File: src/rtl/slowclk_phase_ctrl_pkg.sv
// Shared definitions for the slow-clock phase controller: FSM state encoding
// and default widths/lock threshold.
package slowclk_phase_ctrl_pkg;

    localparam int CW_DEFAULT        = 4;
    localparam int LOCKCOUNT_DEFAULT = 4;

    typedef enum logic [1:0] {
        ST_IDLE    = 2'd0,
        ST_MEASURE = 2'd1,
        ST_LOCKED  = 2'd2
    } state_e;

endpackage

File: src/rtl/slowclk_period_cnt.sv
// Saturating edge-to-edge fast-cycle counter. The count at an edge is the
// measured period; timeout_o flags that the counter has reached its maximum.
module slowclk_period_cnt #(
    parameter int CW = 4
) (
    input  logic          clk,
    input  logic          reset,
    input  logic          clear_i,
    input  logic          restart_i,
    input  logic          run_i,
    output logic [CW-1:0] period_o,
    output logic          timeout_o
);

    localparam logic [CW-1:0] CNT_MAX = '1;

    logic [CW-1:0] cnt_q;
    logic [CW-1:0] cnt_d;

    always_comb begin
        // NOTE: next-state defaults to the held value first, so no path through this block can infer a latch.
        cnt_d = cnt_q;
        if (clear_i) begin
            cnt_d = '0;
        end else if (restart_i) begin
            cnt_d = CW'(1);
        end else if (run_i && (cnt_q != CNT_MAX)) begin
            cnt_d = cnt_q + CW'(1);
        end
    end

    always_ff @(posedge clk or posedge reset) begin
        // NOTE: sequential state uses non-blocking assignments so every register samples pre-edge values.
        if (reset) begin
            cnt_q <= '0;
        end else begin
            cnt_q <= cnt_d;
        end
    end

    assign period_o  = cnt_q;
    assign timeout_o = (cnt_q == CNT_MAX);

endmodule

File: src/rtl/slowclk_phase_ctrl.sv
// Measures the slow/fast clock ratio from aligner first-edge pulses, locks on a
// stable period and then drives a free-running phase index and load strobe.
module slowclk_phase_ctrl
    import slowclk_phase_ctrl_pkg::*;
#(
    parameter int CW        = CW_DEFAULT,
    parameter int LOCKCOUNT = LOCKCOUNT_DEFAULT
) (
    input  logic          clk,
    input  logic          reset,
    input  logic          en,
    input  logic          firstedge,
    output logic [CW-1:0] phase,
    output logic          load,
    output logic [CW-1:0] ratio,
    output logic          locked,
    output logic          slip_err
);

    state_e        state_q;
    logic [CW-1:0] cand_q;
    logic [CW-1:0] match_q;
    logic [CW-1:0] phase_q;
    logic [CW-1:0] ratio_q;
    logic          locked_q;
    logic          load_q;
    logic          slip_q;

    logic [CW-1:0] period;
    logic          timeout;
    logic          cnt_clear;
    logic          cnt_restart;
    logic          cnt_run;

    logic          period_ok;
    logic [CW-1:0] match_nx;
    logic          lock_hit;
    logic          at_last;

    slowclk_period_cnt #(.CW(CW)) u_period_cnt (
        .clk       (clk),
        .reset     (reset),
        .clear_i   (cnt_clear),
        .restart_i (cnt_restart),
        .run_i     (cnt_run),
        .period_o  (period),
        .timeout_o (timeout)
    );

    // Periods of 0 or 1 cycle are back-to-back edges and never count toward lock.
    always_comb begin
        period_ok = (period >= CW'(2));
        match_nx  = (period == cand_q) ? (match_q + CW'(1)) : CW'(1);
        lock_hit  = period_ok && (match_nx == CW'(LOCKCOUNT));
        at_last   = (phase_q == (ratio_q - CW'(1)));

        cnt_clear   = 1'b1;
        cnt_restart = 1'b0;
        cnt_run     = 1'b0;
        if (en) begin
            case (state_q)
                ST_IDLE: begin
                    if (firstedge) begin
                        cnt_clear   = 1'b0;
                        cnt_restart = 1'b1;
                    end
                end
                ST_MEASURE: begin
                    if (firstedge) begin
                        cnt_clear   = 1'b0;
                        cnt_restart = 1'b1;
                    end else if (!timeout) begin
                        cnt_clear = 1'b0;
                        cnt_run   = 1'b1;
                    end
                end
                ST_LOCKED: begin
                    if (firstedge && !at_last) begin
                        cnt_clear   = 1'b0;
                        cnt_restart = 1'b1;
                    end
                end
                default: ;
            endcase
        end
    end

    always_ff @(posedge clk or posedge reset) begin
        if (reset) begin
            state_q  <= ST_IDLE;
            cand_q   <= '0;
            match_q  <= '0;
            phase_q  <= '0;
            ratio_q  <= '0;
            locked_q <= 1'b0;
            load_q   <= 1'b0;
            slip_q   <= 1'b0;
        end else begin
            load_q <= 1'b0;
            slip_q <= 1'b0;
            if (!en) begin
                state_q  <= ST_IDLE;
                cand_q   <= '0;
                match_q  <= '0;
                phase_q  <= '0;
                ratio_q  <= '0;
                locked_q <= 1'b0;
            end else begin
                case (state_q)
                    ST_IDLE: begin
                        cand_q  <= '0;
                        match_q <= '0;
                        if (firstedge) begin
                            state_q <= ST_MEASURE;
                        end
                    end
                    ST_MEASURE: begin
                        if (firstedge) begin
                            if (!period_ok) begin
                                cand_q  <= '0;
                                match_q <= '0;
                            end else begin
                                cand_q  <= period;
                                match_q <= match_nx;
                            end
                            if (lock_hit) begin
                                state_q  <= ST_LOCKED;
                                ratio_q  <= period;
                                locked_q <= 1'b1;
                                phase_q  <= '0;
                                load_q   <= 1'b1;
                            end
                        end else if (timeout) begin
                            state_q <= ST_IDLE;
                            slip_q  <= 1'b1;
                            cand_q  <= '0;
                            match_q <= '0;
                        end
                    end
                    ST_LOCKED: begin
                        if (firstedge && at_last) begin
                            phase_q <= '0;
                            load_q  <= 1'b1;
                        end else if (firstedge || at_last) begin
                            // Early edge re-measures at once; a missing edge drops to IDLE.
                            state_q  <= firstedge ? ST_MEASURE : ST_IDLE;
                            slip_q   <= 1'b1;
                            locked_q <= 1'b0;
                            ratio_q  <= '0;
                            phase_q  <= '0;
                            cand_q   <= '0;
                            match_q  <= '0;
                        end else begin
                            phase_q <= phase_q + CW'(1);
                        end
                    end
                    default: begin
                        state_q <= ST_IDLE;
                    end
                endcase
            end
        end
    end

    assign phase    = phase_q;
    assign load     = load_q;
    assign ratio    = ratio_q;
    assign locked   = locked_q;
    assign slip_err = slip_q;

endmodule

File: config.mk
export PLATFORM = sky130hd
export DESIGN_NAME = slowclk_phase_ctrl
export DESIGN_NICKNAME = d
export VERILOG_FILES = /design/src/rtl/slowclk_phase_ctrl_pkg.sv /design/src/rtl/slowclk_period_cnt.sv /design/src/rtl/slowclk_phase_ctrl.sv
export SDC_FILE = /design/constraint.sdc
export NUM_CORES = 1
export LEC_CHECK = 0
export ABC_CLOCK_PERIOD_IN_PS = 5700
export CAP_MARGIN = 20
export CORE_UTILIZATION = 45
export CTS_CLUSTER_SIZE = 16
export DETAILED_ROUTE_END_ITERATION = 6
export PLACE_DENSITY = 0.67
export SLEW_MARGIN = 20
export SYNTH_ARGS = -nofsm -noshare
export SYNTH_HDL_FRONTEND = slang
export SYNTH_SLANG_ARGS = --single-unit
File: constraint.sdc
create_clock -name clk -period 5.7 [get_ports clk]
set_clock_uncertainty 0.15 [all_clocks]
set_input_delay 0.57 -clock clk [delete_from_list [all_inputs] [get_ports clk]]
set_output_delay 0.57 -clock clk [all_outputs]
set_load 0.005 [all_outputs]
==> out/qor.csv <==
stage,metric,value,unit
clocking,"Clk Latency, worst-skew pair",270,ps
floorplan,starting density of the core,46.7,%
timing,fmax,358,MHz
logic_synthesis,synthesized cell area,0.00171,sq mm
clocking,post_cts resized,0,
place,gpl congestion,0.859,
finish,fin nets,207,
setup_path,worst-path fanout max,13,
logic_synthesis,Post-Synth Adder-Cell Area,8.78,%
power_and_ir_drop,Design Power,0.000429,W
power_and_ir_drop,Pleak,0.799,nW
power_and_ir_drop,pwr dens,230,mW/mm^2
detailed_routing,drt initial violations,32,
min_path,Worst Hold End,cand_q[1],
power_and_ir_drop,combinational share of power,30.1,%
detailed_routing,Routed Antenna Nets,0,
logic_synthesis,mux contribution to synthesized area,1.17,%
grt,pin count of the biggest net entering global routing,26,
power_and_ir_drop,Int Pwr,0.000280,W
power_and_ir_drop,peak supply drop,0.115,mV
logic_synthesis,main combinational cell family by area after synthesis,simple AND/OR/NAND/NOR gates,
setup_path,"reg-to-reg slack, setup",2910,ps
logic_synthesis,"EDFF count, synth",0,
detailed_routing,DR vias/cell,5.50,
floorplan,Die X,63.7,um
min_path,worst hold-check path type,register to register,
finish,Final Util,51.0,%
finish,Layout fillers,337,
min_path,hold path cells,2,
place,input/output buffers,14,
logic_synthesis,Synth Area in XOR/XNOR,6.66,%
logic_synthesis,synth cell count leaders,"nand2_1, dfrtp_1, o21ai_0",
logic_synthesis,Cell variety after synth,50,
logic_synthesis,"Seq/Total Area, Yosys",36.6,%
finish,layout cells sized above 1,8.42,%
clocking,Post-CTS Setup Bufs,0,
logic_synthesis,Gate Count Post-Synth,180,
detailed_routing,Initial DRT Pass Iterations,4,
timing,endpoints failing setup,0,
grt,first-pass GRT wire length,5890,um
clocking,TritonCTS clock tree,built,
min_path,hold_sp,cand_q[1],
logic_synthesis,Yosys reg bits,25,
finish,Reg area,626,sq um
detailed_routing,WL/cell,14.1,um
logic_synthesis,"area leader, netlist",dfrtp_1,
timing,Fin. Hold Viols,0,
setup_path,Crit path arrival time,2800,ps
clocking,Root Buffer,clkbuf_8,
floorplan,core footprint,0.00366,sq mm
timing,Slew @ Worst Pin,906,ps
timing,RSZ-0062 raised after global routing,false,
clocking,clock-pin transition on the worst setup and hold timing paths,90,ps
power_and_ir_drop,Flop pwr share,45.4,%
timing,final worst slack,2910,ps
finish,footprint of the multi-input gates,952,sq um
finish,synthesis-to-layout area growth,9.22,%
logic_synthesis,syn_area_per_cell,9.50,sq um
power_and_ir_drop,Sw Pwr,0.000149,W
grt,initial antenna violation count,0,
logic_synthesis,ys async rst share,100,%
setup_path,kind of critical path,register to register,
setup_path,Critical R2R Launch,ratio[0],
timing,Slew HR,39.2,%
run,max_cap viols,0,
timing,final period utilization,49.0,%
grt,vias in the first global route,1288,
logic_synthesis,ranking of synthesized cells by area,"dfrtp_1, ha_1, nand2_1, xor2_1, o21ai_0",
clocking,hold-fix buffers at CTS,0,
setup_path,RR Endpoint,match_q[3],
setup_path,Crit. End Element,register,
clocking,Longest Clk Path Bufs,2,
setup_path,Worst Setup SP,ratio[0],
setup_path,R2R depth,11,
place,post-DP HPWL,2570,um
logic_synthesis,post-synth top area share,36.6,%
finish,ANT cells,0,
outcome,outcome,finished clean,
logic_synthesis,Compound-Gate Fraction of Synth Area,16.8,%
floorplan,DIE AREA,0.00405,sq mm
floorplan,die height,63.7,um
timing,Max Slew Vio Count,0,
floorplan,Std-Cell Rows,22,
clocking,CTS sink count,25,
place,pre-CTS setup slack,2730,ps
timing,Setup TNS,0,ps
power_and_ir_drop,sw frac,34.7,%
power_and_ir_drop,clock share of power,24.5,%
grt,GRT overflow,0,
detailed_routing,Remaining DRCs,0,
detailed_routing,Routed WL,3350,um
clocking,CTS Buf Count,3,
timing,min Tclk post-route,2790,ps
setup_path,critical path data required time,5700,ps
floorplan,Ports,15,
setup_path,startpoint types,register,
logic_synthesis,syn nets,196,
logic_synthesis,Simple-Gate Fraction of Synth Area,22.2,%
logic_synthesis,most frequent cell after synthesis,nand2_1,
grt,gr usage total,18.8,%
detailed_routing,DR vias,1309,
logic_synthesis,Ys Warns,0,
logic_synthesis,most used flip-flop cell after synthesis,dfrtp_1,
clocking,CTS H-tree lvls,1,
[state kept, by name, summed over array words and instances, names as in the netlist]
signal and count:
cand_q 4, phase 4, state_q 2, ratio 4, locked 1, load 1, match_q 4, u_period_cnt.period_o 4
slip_err 1
[metal layers]
layer	wire, um	vias to the layer above	global-route usage [%]
met2	1650	24	31.4
met3	106	5	2.17
met5	0	-	0
li1	-	650	-
met4	44	0	6.82
met1	1560	630	24.9
[placed cells by master, fill, tap and decap left out, types with 2 or more instances in the layout]
cell type,instances
a22o_1,4
clkbuf_8,3
clkdlybuf4s50_1,14
dfrtp_1,25
ha_1,12
inv_1,11
mux2i_1,2
nand2_1,26
nand3_1,7
nand4_1,2
nor2_1,13
nor2b_1,3
nor3_1,3
o211ai_1,2
o21ai_0,15
o31ai_1,2
xnor2_1,4
xor2_1,9
[worst max-delay path by stage]
| stage | to | slack (ps) |
|---|---|---|
| after floorplan | state_q[0] | 3310 |
| after global placement | match_q[2] | 2860 |
| after detailed placement | match_q[3] | 2730 |
| after CTS | match_q[3] | 2880 |
| after global routing | match_q[2] | 2600 |
| final | match_q[3] | 2910 |
[per-stage QoR]
| stage | cells | area (sq um) | hold WS [ps] |
|---|---|---|---|
| floorplan | 180 | 1710 | 314 |
| global placement | 234 | 1820 | 339 |
| detailed placement | 234 | 1820 | 350 |
| CTS | 238 | 1870 | 371 |
| global route | 238 | 1870 | 400 |
| finish | 238 | 1870 | 366 |
[power groups by stage]
stage,clock (W),combinational [W],sequential [W]
after floorplan,0,0.000114,0.000195
after CTS,0.000109,0.000129,0.000195
after global placement,0,0.000125,0.000197
after global routing,0.000115,0.000149,0.000196
final,0.000105,0.000129,0.000195
after detailed placement,0,0.000129,0.000198
[cell families (layout without fill, tap and decap cells)]
| logic type | Yosys count | after routing |
|---|---|---|
| AOI/OAI and AO/OA | 39 | 39 |
| xor gates and xnor gates | 13 | 13 |
| adders and majority gates | 12 | 12 |
| buffers and inverters | 20 | 30 |
| DFF | 25 | 25 |
| muxes | 2 | 2 |
| and+or+nand+nor | 69 | 69 |
[layout make-up]
class / count / share of cell area [%]
tap: 48 / 3.22
inverter: 12 / 2.41
multi-input combinational: 135 / 51.0
clock buffer: 4 / 2.41
timing repair buffer: 14 / 7.50
sequential: 25 / 33.5
[worst max-delay path, stage by stage, from the launching register on]
cell	delay, ps
dfrtp_1	440
inv_1	70
ha_1	200
xor2_1	150
xnor2_1	130
nand4_1	220
ha_1	290
o21a_1	180
o21ai_0	230
nand2b_1	270
o21ai_0	240
o31ai_1	90
Power figures use the tool's default switching activity.
